### config.mk
export PLATFORM = sky130hd
export DESIGN_NAME = ks_sum_normalizer_flat
export DESIGN_NICKNAME = d
export VERILOG_FILES = /design/src/rtl/ks_sum_normalizer_if.sv /design/src/rtl/ks_sum_normalizer.sv /design/src/flat_wrapper.sv
export SDC_FILE = /design/constraint.sdc
export NUM_CORES = 1
export LEC_CHECK = 0
export ABC_AREA = 1
export BUFFER_PORTS_ARGS = -buffer_cell sky130_fd_sc_hd__buf_4
export CELL_PAD_IN_SITES_DETAIL_PLACEMENT = 1
export CELL_PAD_IN_SITES_GLOBAL_PLACEMENT = 1
export CORE_ASPECT_RATIO = 0.75
export CORE_MARGIN = 2
export CORE_UTILIZATION = 35
export DETAILED_ROUTE_END_ITERATION = 10
export HOLD_SLACK_MARGIN = 0.03
export PLACE_DENSITY_LB_ADDON = 0.1
export SETUP_SLACK_MARGIN = 0.5
export SYNTH_ARGS = -nofsm -noshare
export SYNTH_HDL_FRONTEND = slang
export SYNTH_SLANG_ARGS = --single-unit
export TNS_END_PERCENT = 10
### constraint.sdc
create_clock -name clock -period 2.5 [get_ports clock]
set_clock_uncertainty 0.05 [all_clocks]
set_input_delay 0.5 -clock clock [delete_from_list [all_inputs] [get_ports clock]]
set_output_delay 0.5 -clock clock [all_outputs]
set_load 0.02 [all_outputs]
### src/rtl/ks_sum_normalizer_if.sv
// Handshake bundle between the Kogge-Stone prefix stage, the sum normaliser and the
// exponent-adjust stage. The normaliser is the slave; the producer/consumer side is the master.
interface ks_sum_normalizer_if #(
  parameter int unsigned W   = 25,
  parameter int unsigned LZW = 5
) ();
  logic           in_valid;
  logic           in_ready;
  logic [W-1:0]   in_GG;
  logic [W-1:0]   in_P0;
  logic           in_sign;

  logic           out_valid;
  logic           out_ready;
  logic [W-1:0]   out_mant;
  logic [LZW-1:0] out_lzc;
  logic           out_ovf;
  logic           out_sticky;
  logic           out_zero;
  logic           out_sign;

  modport master (
    output in_valid, in_GG, in_P0, in_sign, out_ready,
    input  in_ready, out_valid, out_mant, out_lzc, out_ovf, out_sticky, out_zero, out_sign
  );

  modport slave (
    input  in_valid, in_GG, in_P0, in_sign, out_ready,
    output in_ready, out_valid, out_mant, out_lzc, out_ovf, out_sticky, out_zero, out_sign
  );
endinterface

### src/rtl/ks_sum_normalizer.sv
// Forms the W+1-bit sum from the final prefix-stage carries and propagates, then normalises it
// (overflow right-shift or leading-zero left-shift) through a two-stage valid/ready pipeline.
module ks_sum_normalizer #(
  parameter int unsigned W   = 25,
  parameter int unsigned LZW = 5
) (
  input logic                clock,
  input logic                reset,
  ks_sum_normalizer_if.slave bus
);

  // Stage A: raw sum
  logic [W:0]     a_r_q;
  logic           a_sign_q;
  logic           va_q, va_d;

  // Stage B: normalised result driving the outputs
  logic [W-1:0]   mant_q;
  logic [LZW-1:0] lzc_q;
  logic           ovf_q, sticky_q, zero_q, sign_q;
  logic           vb_q, vb_d;

  logic           adv_b, load_a, load_b;
  logic [W-1:0]   sum_s;
  logic [W-1:0]   a_s;
  logic [LZW-1:0] lz_cnt;

  logic [W-1:0]   nrm_mant;
  logic [LZW-1:0] nrm_lzc;
  logic           nrm_ovf, nrm_sticky, nrm_zero, nrm_sign;

  assign adv_b        = !vb_q || bus.out_ready;
  assign bus.in_ready = !va_q || adv_b;
  assign load_a       = bus.in_valid && bus.in_ready;
  assign load_b       = adv_b && va_q;

  // Carry into bit i is the group generate of bit i-1; bit 0 has no carry in.
  assign sum_s = bus.in_P0 ^ {bus.in_GG[W-2:0], 1'b0};
  assign a_s   = a_r_q[W-1:0];

  always_comb begin
    va_d = va_q;
    vb_d = vb_q;
    if (load_a) begin
      va_d = 1'b1;
    end else if (load_b) begin
      va_d = 1'b0;
    end
    if (load_b) begin
      vb_d = 1'b1;
    end else if (bus.out_ready) begin
      vb_d = 1'b0;
    end
  end

  // Highest set bit wins since the scan runs LSB to MSB.
  always_comb begin
    lz_cnt = '0;
    for (int unsigned k = 0; k < W; k++) begin
      if (a_s[k]) begin
        lz_cnt = LZW'(W - 1 - k);
      end
    end
  end

  always_comb begin
    nrm_mant   = '0;
    nrm_lzc    = '0;
    nrm_ovf    = 1'b0;
    nrm_sticky = 1'b0;
    nrm_zero   = 1'b0;
    nrm_sign   = a_sign_q;
    if (a_r_q[W]) begin
      nrm_mant   = a_r_q[W:1];
      nrm_sticky = a_r_q[0];
      nrm_ovf    = 1'b1;
    end else if (a_s == '0) begin
      nrm_zero = 1'b1;
      nrm_lzc  = LZW'(W);
      nrm_sign = 1'b0;
    end else begin
      nrm_lzc  = lz_cnt;
      nrm_mant = a_s << lz_cnt;
    end
  end

  always_ff @(posedge clock) begin
    if (load_a) begin
      a_r_q    <= {bus.in_GG[W-1], sum_s};
      a_sign_q <= bus.in_sign;
    end
  end

  always_ff @(posedge clock) begin
    if (reset) begin
      va_q     <= 1'b0;
      vb_q     <= 1'b0;
      mant_q   <= '0;
      lzc_q    <= '0;
      ovf_q    <= 1'b0;
      sticky_q <= 1'b0;
      zero_q   <= 1'b0;
      sign_q   <= 1'b0;
    end else begin
      va_q <= va_d;
      vb_q <= vb_d;
      if (load_b) begin
        mant_q   <= nrm_mant;
        lzc_q    <= nrm_lzc;
        ovf_q    <= nrm_ovf;
        sticky_q <= nrm_sticky;
        zero_q   <= nrm_zero;
        sign_q   <= nrm_sign;
      end
    end
  end

  assign bus.out_valid  = vb_q;
  assign bus.out_mant   = mant_q;
  assign bus.out_lzc    = lzc_q;
  assign bus.out_ovf    = ovf_q;
  assign bus.out_sticky = sticky_q;
  assign bus.out_zero   = zero_q;
  assign bus.out_sign   = sign_q;

endmodule

### src/flat_wrapper.sv
// flat-port wrapper written by rule: the top's interface ports become plain ports
module ks_sum_normalizer_flat 
#(
  parameter int unsigned W   = 25,
  parameter int unsigned LZW = 5
)
  (clock, reset, bus_in_valid, bus_in_GG, bus_in_P0, bus_in_sign, bus_out_ready, bus_in_ready, bus_out_valid, bus_out_mant, bus_out_lzc, bus_out_ovf, bus_out_sticky, bus_out_zero, bus_out_sign);
  ks_sum_normalizer_if #(.W(W), .LZW(LZW)) bus_i ();
  input logic clock;
  input logic reset;
  input wire logic [$bits(bus_i.in_valid)-1:0] bus_in_valid;
  input wire logic [$bits(bus_i.in_GG)-1:0] bus_in_GG;
  input wire logic [$bits(bus_i.in_P0)-1:0] bus_in_P0;
  input wire logic [$bits(bus_i.in_sign)-1:0] bus_in_sign;
  input wire logic [$bits(bus_i.out_ready)-1:0] bus_out_ready;
  output wire logic [$bits(bus_i.in_ready)-1:0] bus_in_ready;
  output wire logic [$bits(bus_i.out_valid)-1:0] bus_out_valid;
  output wire logic [$bits(bus_i.out_mant)-1:0] bus_out_mant;
  output wire logic [$bits(bus_i.out_lzc)-1:0] bus_out_lzc;
  output wire logic [$bits(bus_i.out_ovf)-1:0] bus_out_ovf;
  output wire logic [$bits(bus_i.out_sticky)-1:0] bus_out_sticky;
  output wire logic [$bits(bus_i.out_zero)-1:0] bus_out_zero;
  output wire logic [$bits(bus_i.out_sign)-1:0] bus_out_sign;
  assign bus_i.in_valid = bus_in_valid;
  assign bus_i.in_GG = bus_in_GG;
  assign bus_i.in_P0 = bus_in_P0;
  assign bus_i.in_sign = bus_in_sign;
  assign bus_i.out_ready = bus_out_ready;
  assign bus_in_ready = bus_i.in_ready;
  assign bus_out_valid = bus_i.out_valid;
  assign bus_out_mant = bus_i.out_mant;
  assign bus_out_lzc = bus_i.out_lzc;
  assign bus_out_ovf = bus_i.out_ovf;
  assign bus_out_sticky = bus_i.out_sticky;
  assign bus_out_zero = bus_i.out_zero;
  assign bus_out_sign = bus_i.out_sign;
  ks_sum_normalizer #(.W(W), .LZW(LZW)) u_core (.clock(clock), .reset(reset), .bus(bus_i));
endmodule
# After elaboration in Yosys (flattened, before gate mapping)
# Index checks and enable logic that the tools add are counted.
[totals]
reg_bits = 63
input_bits = 55
elab_cells = 60
[classes]
n_shift = 1
muxes = 39
bitwise = 1
reduce_logical = 9
[ops]
columns = ["cell", "n"]
rows = [
  ["2-to-1 mux 5 bit", 27],
  ["2-to-1 mux 25 bit", 2],
  ["zero test 25 bit", 1],
  ["<< shifter 25 x 5 -> 25 bit", 1],
  ["XOR 25 bit", 1],
  ["2-to-1 mux 1 bit", 10],
  ["nonzero test 2 bit", 2],
  ["logical AND 1 bit", 2],
  ["zero test 1 bit", 2],
  ["logical OR 1 bit", 2],
]

# Depth between registers and ports, before layout
[logic_depth]
word_depth = 28
ltp_mapped = 33
mapped_depth_nobuf = 32

# Worst setup path after synthesis
# Ideal clock, no wire load.
[synth_path]
kind = "reg-to-reg"
start = "register u_core.a_r_q[3]"
end = "register u_core.mant_q[17], in the netlist u_core.bus.out_mant[17]"
setup_ps = 128
t_arrival_ps = 2252
required_time_ps = 2322
setup_slack_ps = 70
stages_incl_launch_ff = 32
path_buffers = 1
cell_sequence = "edfxtp_1 -> inv_2 -> nand2_1 -> nand2_1 -> nand2_1 -> nand2_1 -> nand2_1 -> nand2_1 -> nand2_1 -> nand2_1 -> nand2_1 -> nand2_1 -> nand2_1 -> nand2_1 -> nand2_1 -> nand2_1 -> nand2_1 -> nand2_1 -> nand2_1 -> nand2_1 -> nand2_2 -> nand2_4 -> nand2_4 -> buf_12 -> nand2_1 -> nand2_1 -> nand2_1 -> nand3_1 -> nand3_1 -> nand3_1 -> a21oi_1 -> nor2_1"
[synth_via]
elab_chain_cells = 25
word_cells_on_any_way = 26
cone_classes = "shift (1); mux (24); reduce/logical (1)"
[synth_lines]
columns = ["item", "line", "source"]
rows = [
  ["start: declaration", "ks_sum_normalizer.sv:13", "logic [W:0] a_r_q;"],
  ["start signal: assignment", "ks_sum_normalizer.sv:89", "a_r_q <= {bus.in_GG[W-1], sum_s};"],
  ["2-to-1 mux 5 bit (22 in series)", "ks_sum_normalizer.sv:60", "if (a_s[k]) begin"],
  ["<< shifter 25 x 5 -> 25 bit", "ks_sum_normalizer.sv:83", "nrm_mant = a_s << lz_cnt;"],
  ["2-to-1 mux 25 bit *", "ks_sum_normalizer.sv:77", "end else if (a_s == '0) begin"],
  ["2-to-1 mux 25 bit *", "ks_sum_normalizer.sv:73", "if (a_r_q[W]) begin"],
  ["end signal: assignment", "ks_sum_normalizer.sv:108", "mant_q <= nrm_mant;"],
  ["end: declaration", "ks_sum_normalizer.sv:18", "logic [W-1:0] mant_q;"],
]
# Every way passes the cells marked *; elsewhere a longest branch is shown, timed or not.
# A chain may end at the register's enable or synchronous reset.

# Final worst setup path
[layout_path]
start = "register u_core.a_r_q[2]"
end = "register u_core.mant_q[14], in the netlist u_core.bus.out_mant[14]"
[layout_via]
elab_chain_cells = 26
word_cells_on_any_way = 27
cone_classes = "shift (1); mux (25); reduce/logical (1)"
[layout_lines]
columns = ["item", "line"]
rows = [
  ["2-to-1 mux 5 bit (23 in series)", "ks_sum_normalizer.sv:60"],
  ["<< shifter 25 x 5 -> 25 bit", "ks_sum_normalizer.sv:83"],
  ["2-to-1 mux 25 bit *", "ks_sum_normalizer.sv:77"],
  ["2-to-1 mux 25 bit *", "ks_sum_normalizer.sv:73"],
]
# Marks and branches as above.

==> flow_summary.yaml <==
timing:
  slew_violations: 0
  finalHoldViolCount: 0
  fin_ws_ns: -0.478
  finalCriticalPeriod_ns: 2.98
  hold-worst-slack_ns: 0.283
  timing.fmax_mhz: 336
  tns_ns: -9.20
  worst_slew_pin_slew_ns: 0.697
  finalSetupViolations: 24
  slew_headroom_pct: 53.4
  finalCritPeriodShare_pct: 119
  rsz0062_at_grt: "true"
clock_tree:
  h-tree-depth: 3
  clock-sinks: 63
  path_clk_slew_ns: 0.07
  clock_latency_ns: 0.34
  clk_root_buffer_cell: "clkbuf_16"
  cts_buffer_depth: 2
  tritoncts: "built"
  cts_hold_repair.buffers: 0
  cts-buffers-inserted: 9
detailed_routing:
  dr.pass1.iters: 4
  drcViolationCount: 0
  dr_wl_met2_um: 8150
  ant_nets: 0
  post_drt_wl_per_cell_um: 19.5
  top_layer_used: "met4"
  vias_per_cell: 5.34
  routed-via-count: 4867
  dr_wl_met3_um: 928
  postRouteWirelength_um: 17700
  drtIter0Drc: 285
  met1Wirelength_um: 8130
yosys:
  synthAdderAreaFrac_pct: 0
  yosysWarnings: 0
  synth_xor_xnor_area_share_pct: 5.14
  synth_top_family_by_area: "simple AND/OR/NAND/NOR gates"
  synthSimpleGateAreaFrac_pct: 36.4
  avgSynthCellArea_um2: 6.84
  syn_nets: 653
  synthMuxAreaShare_pct: 0
  syn_inst: 598
  seq_area_frac_synth_pct: 37.4
  netlist_area_mm2: 0.00409
  synth_compound_area_share_pct: 12.2
  synth.distinct_cells: 30
  synth-seq-cells: 63
power:
  powerDensity_mw_per_mm2: 581
  peakVddDrop_mv: 0.386
  p_leak_nw: 2.95
setup_path:
  critPathArrivalTime_ns: 3.13
  r2r_setup_slack_ns: -0.48
  crit_slowest_cell: "edfxtp_1"
  cp.required_ns: 2.65
  crit_type: "reg2reg"
  cp-end-kind: "flip-flop"
  crit_path_frequent_cell: "nand2_1"
  cp_slowest_stage_delay_ns: 0.40
  reg2reg_from: "u_core.a_r_q[2]"
  r2r_end: "u_core.bus.out_mant[14]"
  startpoint_type: "flip-flop"
  cp_max_fo: 7
  reg2reg_depth: 31
layout:
  n_antenna_cell: 0
  fin_util_pct: 54.0
  num-nets-final: 817
  areaGrowthSynthToFinish_pct: 51.7
  drive_gt1_share_pct: 37.2
global_route:
  grt_usage_pct: 28.0
  grt_pass1_wl_um: 26800
  grt_max_degree: 31
  grt_overflow: 0
  antenna_found_initial: 0
  grt_pass1_vias: 5032
placement:
  dp_hpwl_um: 12900
  port_buffers: 90
  globalplace.congestion: 0.916
die:
  die_w_um: 129
  rows: 34
  dieArea_mm2: 0.0126
  die_y_um: 97.7
  pin_count: 91
  start_util_pct: 35.6
  coreArea_mm2: 0.0115
min_path:
  hold_path_end: "u_core.a_sign_q"
  min_from: "bus_in_sign"
  holdPathStages: 1
  min_path_type: "in2reg"
status:
  failed_checks: "negative setup slack"
  status: "complete, but fails checks"
flow_run:
  cap_violations: 0
per-stage QoR:
step	setup slack (ns)	area [um2]	power, W	instances
after floorplan	0.0700	4090	0.00177	598
after global placement	-0.371	5430	0.00221	884
after detailed placement	-0.413	5430	0.00223	884
after CTS	-0.400	5780	0.00348	901
after global routing	-0.712	6210	0.00378	911
final	-0.478	6210	0.00361	911
what timing repair did:
action | 4_1_cts | 5_1_grt
gates cloned | 1 | 2
buffers inserted | 0 | 8
resized for setup | 18 | 72
pin swaps | 5 | 11
endpoints found under the setup margin | 31 | 32
how the worst max path moves through the flow:
stage	start	end	slack [ns]
after floorplan	u_core.a_r_q[3]	u_core.bus.out_mant[17]	0.07
after global routing	u_core.a_r_q[2]	u_core.bus.out_mant[17]	-0.71
after global placement	u_core.a_r_q[5]	u_core.bus.out_mant[21]	-0.37
final	u_core.a_r_q[2]	u_core.bus.out_mant[14]	-0.48
after CTS	u_core.a_r_q[2]	u_core.bus.out_mant[18]	-0.40
after detailed placement	u_core.a_r_q[2]	u_core.bus.out_mant[22]	-0.41
worst max-delay path, delay by kind of cell, from the launching register on:
kind,cells,cell delay [ns]
simple gates,27,1.84
buf+inv,2,0.24
compound gates,2,0.30
flops,1,0.40
cells in the mapped netlist (all sizes together):
cell type  count  area, um2
nand2        172        671
nand3        123        641
inv           56        210
a21oi         44        228
dfxtp         36        721
o21ai         30        150
edfxtp        27        811
nor2          27        104
xor2          24        210
clkbuf        19       71.3
buf            9       73.8
o211ai         8       60.1
nor4           7       43.8
a31oi          5       31.3
nand4          4       25.0
o21a           3       22.5
clkinv         2       7.51
nor3           1       5.00
o31ai          1       7.51
routing by layer:
layer  GRT usage [%]  up-vias
li1                -     2334
met1            37.4     2348
met2            44.2      150
met3            5.95       35
met4            10.5        0
met5               0        -
registers in the layout (all words and copies together) (netlist names):
register / flops
u_core.a_r_q: 26
u_core.bus.out_mant: 25
u_core.bus.out_lzc: 5
u_core.a_sign_q: 1
u_core.bus.out_ovf: 1
u_core.bus.out_sign: 1
u_core.bus.out_sticky: 1
u_core.bus.out_valid: 1
u_core.bus.out_zero: 1
u_core.va_q: 1
cells in the final DEF, fill, tap and decap left out, types with 2 or more instances in the layout:
cell type / instances
dfxtp_1: 36
clkinv_1: 2
nor2_1: 22
buf_6: 2
o21a_1: 3
nor4_1: 4
nand2_1: 147
nor2_2: 4
clkinvlp_4: 2
buf_12: 4
xor2_1: 24
inv_4: 2
buf_4: 169
nor4_4: 2
a21oi_1: 36
o211ai_1: 8
nand3_1: 88
nand4_1: 4
clkbuf_16: 11
inv_2: 8
a21oi_2: 8
o21ai_1: 2
a31oi_1: 3
nand2_8: 3
buf_8: 2
inv_6: 2
a31oi_2: 2
inv_1: 48
edfxtp_1: 27
nand2_2: 22
nand3_2: 35
o21ai_0: 26
logic make-up (layout without fill, tap and decap cells):
family          Yosys count  in the layout
xor+xnor                 24             24
flops                    63             63
simple gates            334            335
buf+inv                  86            254
compound gates           91             91
area by class of cell:
class                           count  area (um2)
Inverter                           58         218
Clock inverter                      7        53.8
Fill cell                        1452        5280
Clock buffer                        9         225
Multi-Input combinational cell    450        2540
Timing Repair Buffer              180        1460
Tap cell                          144         180
Sequential cell                    63        1530
power breakdown:
| group | internal, W | total, W | switching (W) |
|---|---|---|---|
| logic | 0.000478 | 0.00118 | 0.000703 |
| registers | 0.00115 | 0.00122 | 0.0000604 |
| clock network | 0.000681 | 0.00121 | 0.000531 |
| total | 0.00231 | 0.00361 | 0.00129 |
No activity file was read; power rests on OpenSTA's default activity.
